$ cat src/rtl/muldiv_pkg.sv
// muldiv_pkg: shared definitions for the M-extension execute unit.
//   - Funct3 op encodings for MUL/DIV instructions
//   - FSM state encoding
//   - default operand width
package muldiv_pkg;

  localparam int unsigned XLEN_DEFAULT = 32;

  localparam logic [2:0] F3_MUL    = 3'b000;
  localparam logic [2:0] F3_MULH   = 3'b001;
  localparam logic [2:0] F3_MULHSU = 3'b010;
  localparam logic [2:0] F3_MULHU  = 3'b011;
  localparam logic [2:0] F3_DIV    = 3'b100;
  localparam logic [2:0] F3_DIVU   = 3'b101;
  localparam logic [2:0] F3_REM    = 3'b110;
  localparam logic [2:0] F3_REMU   = 3'b111;

  typedef enum logic [2:0] {
    S_IDLE = 3'd0,
    S_MUL  = 3'd1,
    S_DIV  = 3'd2,
    S_FIX  = 3'd3,
    S_DONE = 3'd4
  } state_e;

endpackage

$ cat src/rtl/muldiv_unit_div_iter.sv
// div_iter: restoring radix-2 divider datapath on unsigned magnitudes.
//   clk_i      clock
//   rst_ni     synchronous active-low reset
//   load_i     capture dividend/divisor, clear remainder and counter
//   step_i     perform one restoring iteration this cycle
//   abort_i    discard the operation in flight
//   dividend_i / divisor_i   unsigned operands (XLEN)
//   quot_o / rem_o           unsigned quotient / remainder (XLEN)
//   done_o     high while the final (XLEN-th) iteration is being performed
module div_iter #(
  parameter int unsigned XLEN = 32
) (
  input  logic            clk_i,
  input  logic            rst_ni,
  input  logic            load_i,
  input  logic            step_i,
  input  logic            abort_i,
  input  logic [XLEN-1:0] dividend_i,
  input  logic [XLEN-1:0] divisor_i,
  output logic [XLEN-1:0] quot_o,
  output logic [XLEN-1:0] rem_o,
  output logic            done_o
);

  localparam int unsigned CW = $clog2(XLEN + 1);

  logic [XLEN:0]   rem_q;
  logic [XLEN-1:0] quot_q;
  logic [XLEN-1:0] dvsr_q;
  logic [CW-1:0]   cnt_q;

  logic [XLEN:0]   shifted;
  logic [XLEN:0]   diff;

  // Shift next dividend bit into the remainder, then try the subtract;
  // a clear sign bit on the XLEN+1-bit difference means it fits.
  assign shifted = {rem_q[XLEN-1:0], quot_q[XLEN-1]};
  assign diff    = shifted - {1'b0, dvsr_q};

  always_ff @(posedge clk_i) begin
    if (!rst_ni || abort_i) begin
      rem_q  <= '0;
      quot_q <= '0;
      dvsr_q <= '0;
      cnt_q  <= '0;
    end else if (load_i) begin
      rem_q  <= '0;
      quot_q <= dividend_i;
      dvsr_q <= divisor_i;
      cnt_q  <= '0;
    end else if (step_i && (cnt_q != CW'(XLEN))) begin
      if (!diff[XLEN]) begin
        rem_q  <= diff;
        quot_q <= {quot_q[XLEN-2:0], 1'b1};
      end else begin
        rem_q  <= shifted;
        quot_q <= {quot_q[XLEN-2:0], 1'b0};
      end
      cnt_q <= cnt_q + 1'b1;
    end
  end

  assign done_o = step_i && (cnt_q == CW'(XLEN - 1));
  assign quot_o = quot_q;
  assign rem_o  = rem_q[XLEN-1:0];

endmodule

$ cat src/rtl/muldiv_unit.sv
// muldiv_unit: RV32M/RV64M execute-stage multiply/divide unit.
//   clk        clock
//   reset      synchronous active-low reset
//   StartE     M-op present in Execute, held until DoneE
//   Funct3E    op select (MUL..REMU)
//   SrcAE/SrcBE  forwarded operands
//   StallReqE  StartE & ~DoneE, toward hazard unit
//   DoneE      one-cycle pulse, ResultE valid
//   ResultE    registered result, held until next Done
//   BusyE      FSM not idle
// Multiply: pipelined, DoneE MUL_STAGES cycles after accept.
// Divide: XLEN-step restoring divider plus a sign-fix cycle; divide-by-zero
// and signed overflow complete in one cycle.
module muldiv_unit
  import muldiv_pkg::*;
#(
  parameter int unsigned XLEN       = XLEN_DEFAULT,
  parameter int unsigned MUL_STAGES = 2
) (
  input  logic            clk,
  input  logic            reset,
  input  logic            StartE,
  input  logic [2:0]      Funct3E,
  input  logic [XLEN-1:0] SrcAE,
  input  logic [XLEN-1:0] SrcBE,
  output logic            StallReqE,
  output logic            DoneE,
  output logic [XLEN-1:0] ResultE,
  output logic            BusyE
);

  state_e state_q, state_d;
  logic [XLEN-1:0] res_q, res_d;
  logic sq_q, sr_q, selrem_q;

  logic accept, abort, is_div, special;
  logic a_neg, b_neg;
  logic [XLEN-1:0] special_res, abs_a, abs_b;
  logic [XLEN-1:0] mul_comb, mul_res;
  logic mul_last_vld;
  logic div_load, div_done;
  logic [XLEN-1:0] quot, rem, quot_fix, rem_fix;

  assign accept = (state_q == S_IDLE) && StartE;
  assign abort  = !StartE && (state_q == S_MUL || state_q == S_DIV || state_q == S_FIX);
  assign is_div = Funct3E[2];

  // ---------------- special-case divide detection ----------------
  logic b_zero, ovf;
  assign b_zero  = (SrcBE == '0);
  assign ovf     = !Funct3E[0] && (SrcAE == {1'b1, {(XLEN-1){1'b0}}}) && (SrcBE == '1);
  assign special = is_div && (b_zero || ovf);
  always_comb begin
    special_res = '0;
    if (b_zero) special_res = Funct3E[1] ? SrcAE : '1;
    else        special_res = Funct3E[1] ? '0 : SrcAE;
  end

  // ---------------- multiply ----------------
  logic a_sx, b_sx;
  logic signed [XLEN:0]     a_ext, b_ext;
  logic signed [2*XLEN+1:0] prod;
  assign a_sx  = (Funct3E == F3_MULH) || (Funct3E == F3_MULHSU);
  assign b_sx  = (Funct3E == F3_MULH);
  assign a_ext = {a_sx & SrcAE[XLEN-1], SrcAE};
  assign b_ext = {b_sx & SrcBE[XLEN-1], SrcBE};
  assign prod  = a_ext * b_ext;
  assign mul_comb = (Funct3E == F3_MUL) ? prod[XLEN-1:0] : prod[2*XLEN-1:XLEN];

  // Stage 0 of the pipe is loaded at accept; the last stage feeds ResultE
  // as the FSM enters DONE. Single-stage builds bypass the pipe entirely.
  generate
    if (MUL_STAGES == 1) begin : g_mul_comb
      assign mul_res      = mul_comb;
      assign mul_last_vld = 1'b0;
    end else begin : g_mul_pipe
      logic [XLEN-1:0]         pipe_q [MUL_STAGES-1];
      logic [MUL_STAGES-2:0]   vld_q;
      always_ff @(posedge clk) begin
        if (!reset || abort) begin
          vld_q <= '0;
        end else begin
          vld_q[0] <= accept && !is_div;
          for (int unsigned i = 1; i < MUL_STAGES - 1; i++) vld_q[i] <= vld_q[i-1];
        end
        if (accept) pipe_q[0] <= mul_comb;
        for (int unsigned i = 1; i < MUL_STAGES - 1; i++) pipe_q[i] <= pipe_q[i-1];
      end
      assign mul_res      = pipe_q[MUL_STAGES-2];
      assign mul_last_vld = vld_q[MUL_STAGES-2];
    end
  endgenerate

  // ---------------- divide ----------------
  assign a_neg = !Funct3E[0] && SrcAE[XLEN-1];
  assign b_neg = !Funct3E[0] && SrcBE[XLEN-1];
  assign abs_a = a_neg ? -SrcAE : SrcAE;
  assign abs_b = b_neg ? -SrcBE : SrcBE;

  div_iter #(.XLEN(XLEN)) u_div (
    .clk_i      (clk),
    .rst_ni     (reset),
    .load_i     (div_load),
    .step_i     (state_q == S_DIV),
    .abort_i    (abort),
    .dividend_i (abs_a),
    .divisor_i  (abs_b),
    .quot_o     (quot),
    .rem_o      (rem),
    .done_o     (div_done)
  );

  assign quot_fix = sq_q ? -quot : quot;
  assign rem_fix  = sr_q ? -rem  : rem;

  // ---------------- FSM ----------------
  always_comb begin
    state_d  = state_q;
    res_d    = res_q;
    div_load = 1'b0;
    case (state_q)
      S_IDLE: if (StartE) begin
        if (is_div) begin
          if (special) begin
            state_d = S_DONE;
            res_d   = special_res;
          end else begin
            state_d  = S_DIV;
            div_load = 1'b1;
          end
        end else if (MUL_STAGES == 1) begin
          state_d = S_DONE;
          res_d   = mul_comb;
        end else begin
          state_d = S_MUL;
        end
      end
      S_MUL: if (!StartE) state_d = S_IDLE;
             else if (mul_last_vld) begin
               state_d = S_DONE;
               res_d   = mul_res;
             end
      S_DIV: if (!StartE) state_d = S_IDLE;
             else if (div_done) state_d = S_FIX;
      S_FIX: if (!StartE) state_d = S_IDLE;
             else begin
               state_d = S_DONE;
               res_d   = selrem_q ? rem_fix : quot_fix;
             end
      S_DONE:  state_d = S_IDLE;
      default: state_d = S_IDLE;
    endcase
  end

  always_ff @(posedge clk) begin
    if (!reset) begin
      state_q  <= S_IDLE;
      res_q    <= '0;
      sq_q     <= 1'b0;
      sr_q     <= 1'b0;
      selrem_q <= 1'b0;
    end else begin
      state_q <= state_d;
      res_q   <= res_d;
      if (accept) begin
        sq_q     <= a_neg ^ b_neg;
        sr_q     <= a_neg;
        selrem_q <= Funct3E[1];
      end
    end
  end

  assign DoneE     = (state_q == S_DONE);
  assign BusyE     = (state_q != S_IDLE);
  assign ResultE   = res_q;
  assign StallReqE = StartE & ~DoneE;

endmodule

$ cat config.mk
export PLATFORM = sky130hd
export DESIGN_NAME = muldiv_unit
export DESIGN_NICKNAME = d
export VERILOG_FILES = /design/src/rtl/muldiv_pkg.sv /design/src/rtl/muldiv_unit_div_iter.sv /design/src/rtl/muldiv_unit.sv
export SDC_FILE = /design/constraint.sdc
export NUM_CORES = 2
export LEC_CHECK = 0
export ABC_CLOCK_PERIOD_IN_PS = 11900
export CAP_MARGIN = 20
export CORE_MARGIN = 8
export CORE_UTILIZATION = 30
export DETAILED_ROUTE_END_ITERATION = 6
export PLACE_DENSITY_LB_ADDON = 0.15
export RECOVER_POWER = 25
export SYNTH_ARGS = -nofsm -noshare
export SYNTH_HDL_FRONTEND = slang
export SYNTH_SLANG_ARGS = --single-unit
$ cat constraint.sdc
create_clock -name clk -period 11.9 [get_ports clk]
set_input_delay 2.38 -clock clk [delete_from_list [all_inputs] [get_ports clk]]
set_output_delay 2.38 -clock clk [all_outputs]
set_load 0.005 [all_outputs]
==> reports/results.txt <==
Cell count after synthesis -> 5897
Drt pass-1 iters -> 5
Core Region -> 167000 um^2
Root buffer cell -> clkbuf_16
DP Area -> 53900 um^2
GP Congestion -> 0.888
Max-cap violation count -> 2
Failing checks -> max-capacitance violations, max-slew violations
Port Buffers -> 104
Overflow left after global routing -> 0
WHS Endpoint -> ResultE[15]$_SDFFE_PN0P_
Worst skew pair latency -> 0.47 ns
RR Startpoint -> state_q[0]$_SDFFE_PN0P_
Worst Hold Path Cells -> 2
Post-layout instance area -> 54500 um^2
Min Tclk post-route -> 11.34 ns
Most frequent CP cell -> fa_1
CTS Sinks -> 173
Setup TNS -> 0 ns
Crit path DAT -> 11.52 ns
Startpoint class of the critical path -> input port
Worst-Margin Slew -> 2.47 ns
Final worst path period share -> 0.953
Largest fanout on the critical path -> 22
Slowest library cell on the worst path -> nor4_2
Clock Pin Slew Worst Setup and Hold Paths -> 0.08 ns
Num ports -> 105
Status -> complete, but fails checks
CTS max path bufs -> 2
Die X -> 427 um
Area of the die -> 182000 um^2
EDFF count, synth -> 32
Fmax -> 88.2 MHz
Setup-failing EPs final -> 0
Routed WL -> 180000 um
Post-CTS setup buffer count -> 0
Initial Util -> 0.302
Commonest non-fill, non-tap cell in the layout -> inv_1
Area Overhead vs Synth -> 7.58%
Synth Warn # -> 0
Worst Hold Class -> reg2reg
Post-synthesis net count -> 7344
Vias per cell -> 4.95
Layout cells sized above 1 -> 0.0491
Reg2Reg Capture Point -> u_div.dvsr_q[0]$_SDFFE_PP0P_
Commonest cells after routing, fill and taps aside -> inv_1 (1240), fa_1 (1126), nand2_1 (930), and2_1 (298), ha_1 (251)
RSZ-0062 raised after global routing -> false
Cell Area, Synth -> 50600 um^2
R2r worst-path depth -> 10
Global-route wire length before repair -> 274000 um
Post-synthesis sequential area ratio -> 0.0747
Hold_sp -> ResultE[15]$_SDFFE_PN0P_
Max incr delay on CP -> 0.67 ns
R2R Setup Slk -> 6.41 ns
Setup CP Type -> in2reg
Setup crit end kind -> flop
Starting DRC count in detailed routing -> 2621
Register bit count reported by yosys -> 173
Clk_skew -> 0.0145 ns
Asr flop ratio synth -> 0
H-tree levels -> 4
Avg Cell Area, Syn -> 8.59 um^2
CTS buffer count -> 17
Per-cell routed wire length -> 22.5 um
Post-synth top flop -> dfxtp_1
Critical path data required time -> 12.08 ns
Worst slew margin -> -0.649
Count of final hold-check violations -> 0
Dpl hpwl -> 148000 um
Vias in the first global route -> 41.5k
Die Ht -> 427 um
Max Slew Vio Count -> 61
Final nets -> 7233
# DRC -> 0
Pin count of the biggest net entering global routing -> 76
Row Count -> 150
GRT Total Usage -> 0.199
Antenna viol nets, final -> 0
Antenna violations before repair -> 12
CTS tree -> done
Yosys cell types -> 82
Vias -> 39.7k
[cells in the mapped netlist, types with 87 or more instances]
library cell,instances,area (um^2)
a21oi_1,221,1110
and2_1,298,1860
buf_1,96,360
clkbuf_1,276,1040
dfxtp_1,141,2820
fa_1,1126,22500
ha_1,251,3140
inv_1,1240,4650
nand2_1,930,3490
nor2_1,211,792
o21ai_0,153,766
xnor2_1,116,1020
xor2_1,87,762
[per-layer routing]
| metal | up-vias | share of wire | track usage |
|---|---|---|---|
| li1 | 17700 | - | - |
| met1 | 21100 | 0.46 | 0.279 |
| met2 | 790 | 0.49 | 0.344 |
| met3 | 114 | 0.036 | 0.0131 |
| met4 | 2 | 0.016 | 0.0320 |
| met5 | - | 0.000039 | 0 |
[registers in the layout (all words and copies together) (netlist names)]
name and count:
ResultE 32, g_mul_pipe.pipe_q 32, u_div.dvsr_q 32, u_div.quot_o 32, u_div.rem_q 32, u_div.cnt_q 6
state_q 3, g_mul_pipe.vld_q 1, selrem_q 1, sq_q 1, sr_q 1
[critical path: cells and delay by family]
family / cells / cell delay, ns
xor+xnor: 1 / 0.13
compound gates: 5 / 1.14
mux: 1 / 0.06
fa+ha+maj: 9 / 4.45
buf+inv: 12 / 1.94
simple gates: 6 / 1.38
[per-stage QoR]
step | hold slack (ns) | worst slack (ns) | std cells | utilization
floorplan | 0.450 | 0.646 | 5897 | -
global placement | 0.457 | 0.0411 | 7971 | 0.322
detailed placement | 0.461 | -0.0353 | 7971 | 0.322
CTS | 0.476 | 0.409 | 8003 | 0.325
global route | 0.498 | 0.106 | 8005 | 0.325
finish | 0.471 | 0.558 | 8008 | 0.325
[how the worst max path moves through the flow]
stage | start | end | slack [ns] | depth (start not counted)
after floorplan | Funct3E[0] | g_mul_pipe.pipe_q[0][29]$_DFFE_PP_ | 0.65 | 30
final | Funct3E[0] | g_mul_pipe.pipe_q[0][27]$_DFFE_PP_ | 0.56 | 34
after global placement | Funct3E[0] | g_mul_pipe.pipe_q[0][27]$_DFFE_PP_ | 0.04 | 34
after global routing | Funct3E[0] | g_mul_pipe.pipe_q[0][27]$_DFFE_PP_ | 0.11 | 32
after detailed placement | Funct3E[1] | g_mul_pipe.pipe_q[0][27]$_DFFE_PP_ | -0.04 | 34
after CTS | Funct3E[0] | g_mul_pipe.pipe_q[0][27]$_DFFE_PP_ | 0.41 | 34
[kinds of logic after synthesis]
group	after synthesis	synth area share
compound gates	734	0.0932
xor+xnor	203	0.0351
fa+ha+maj	1400	0.512
buf+inv	1625	0.121
flops	173	0.0747
mux	39	0.00788
simple gates	1723	0.157
[cell type report]
type | instances | area, um^2
clock buffers | 18 | 429
inverters | 1241 | 4660
multi-input cells | 4099 | 40800
well taps | 2204 | 2760
flip-flops and latches | 173 | 3780
fillers | 18000 | 113000
diodes | 5 | 12.5
repair buffers | 254 | 1890
clock inverters | 14 | 134
[what timing repair did]
action                                  CTS  global route
hold buffers                              0             0
resized for setup                         0             1
endpoints found under the setup margin    0             3
Power is not shown: default switching activity piles up to over one toggle a cycle in this logic, so the estimate is an artifact.
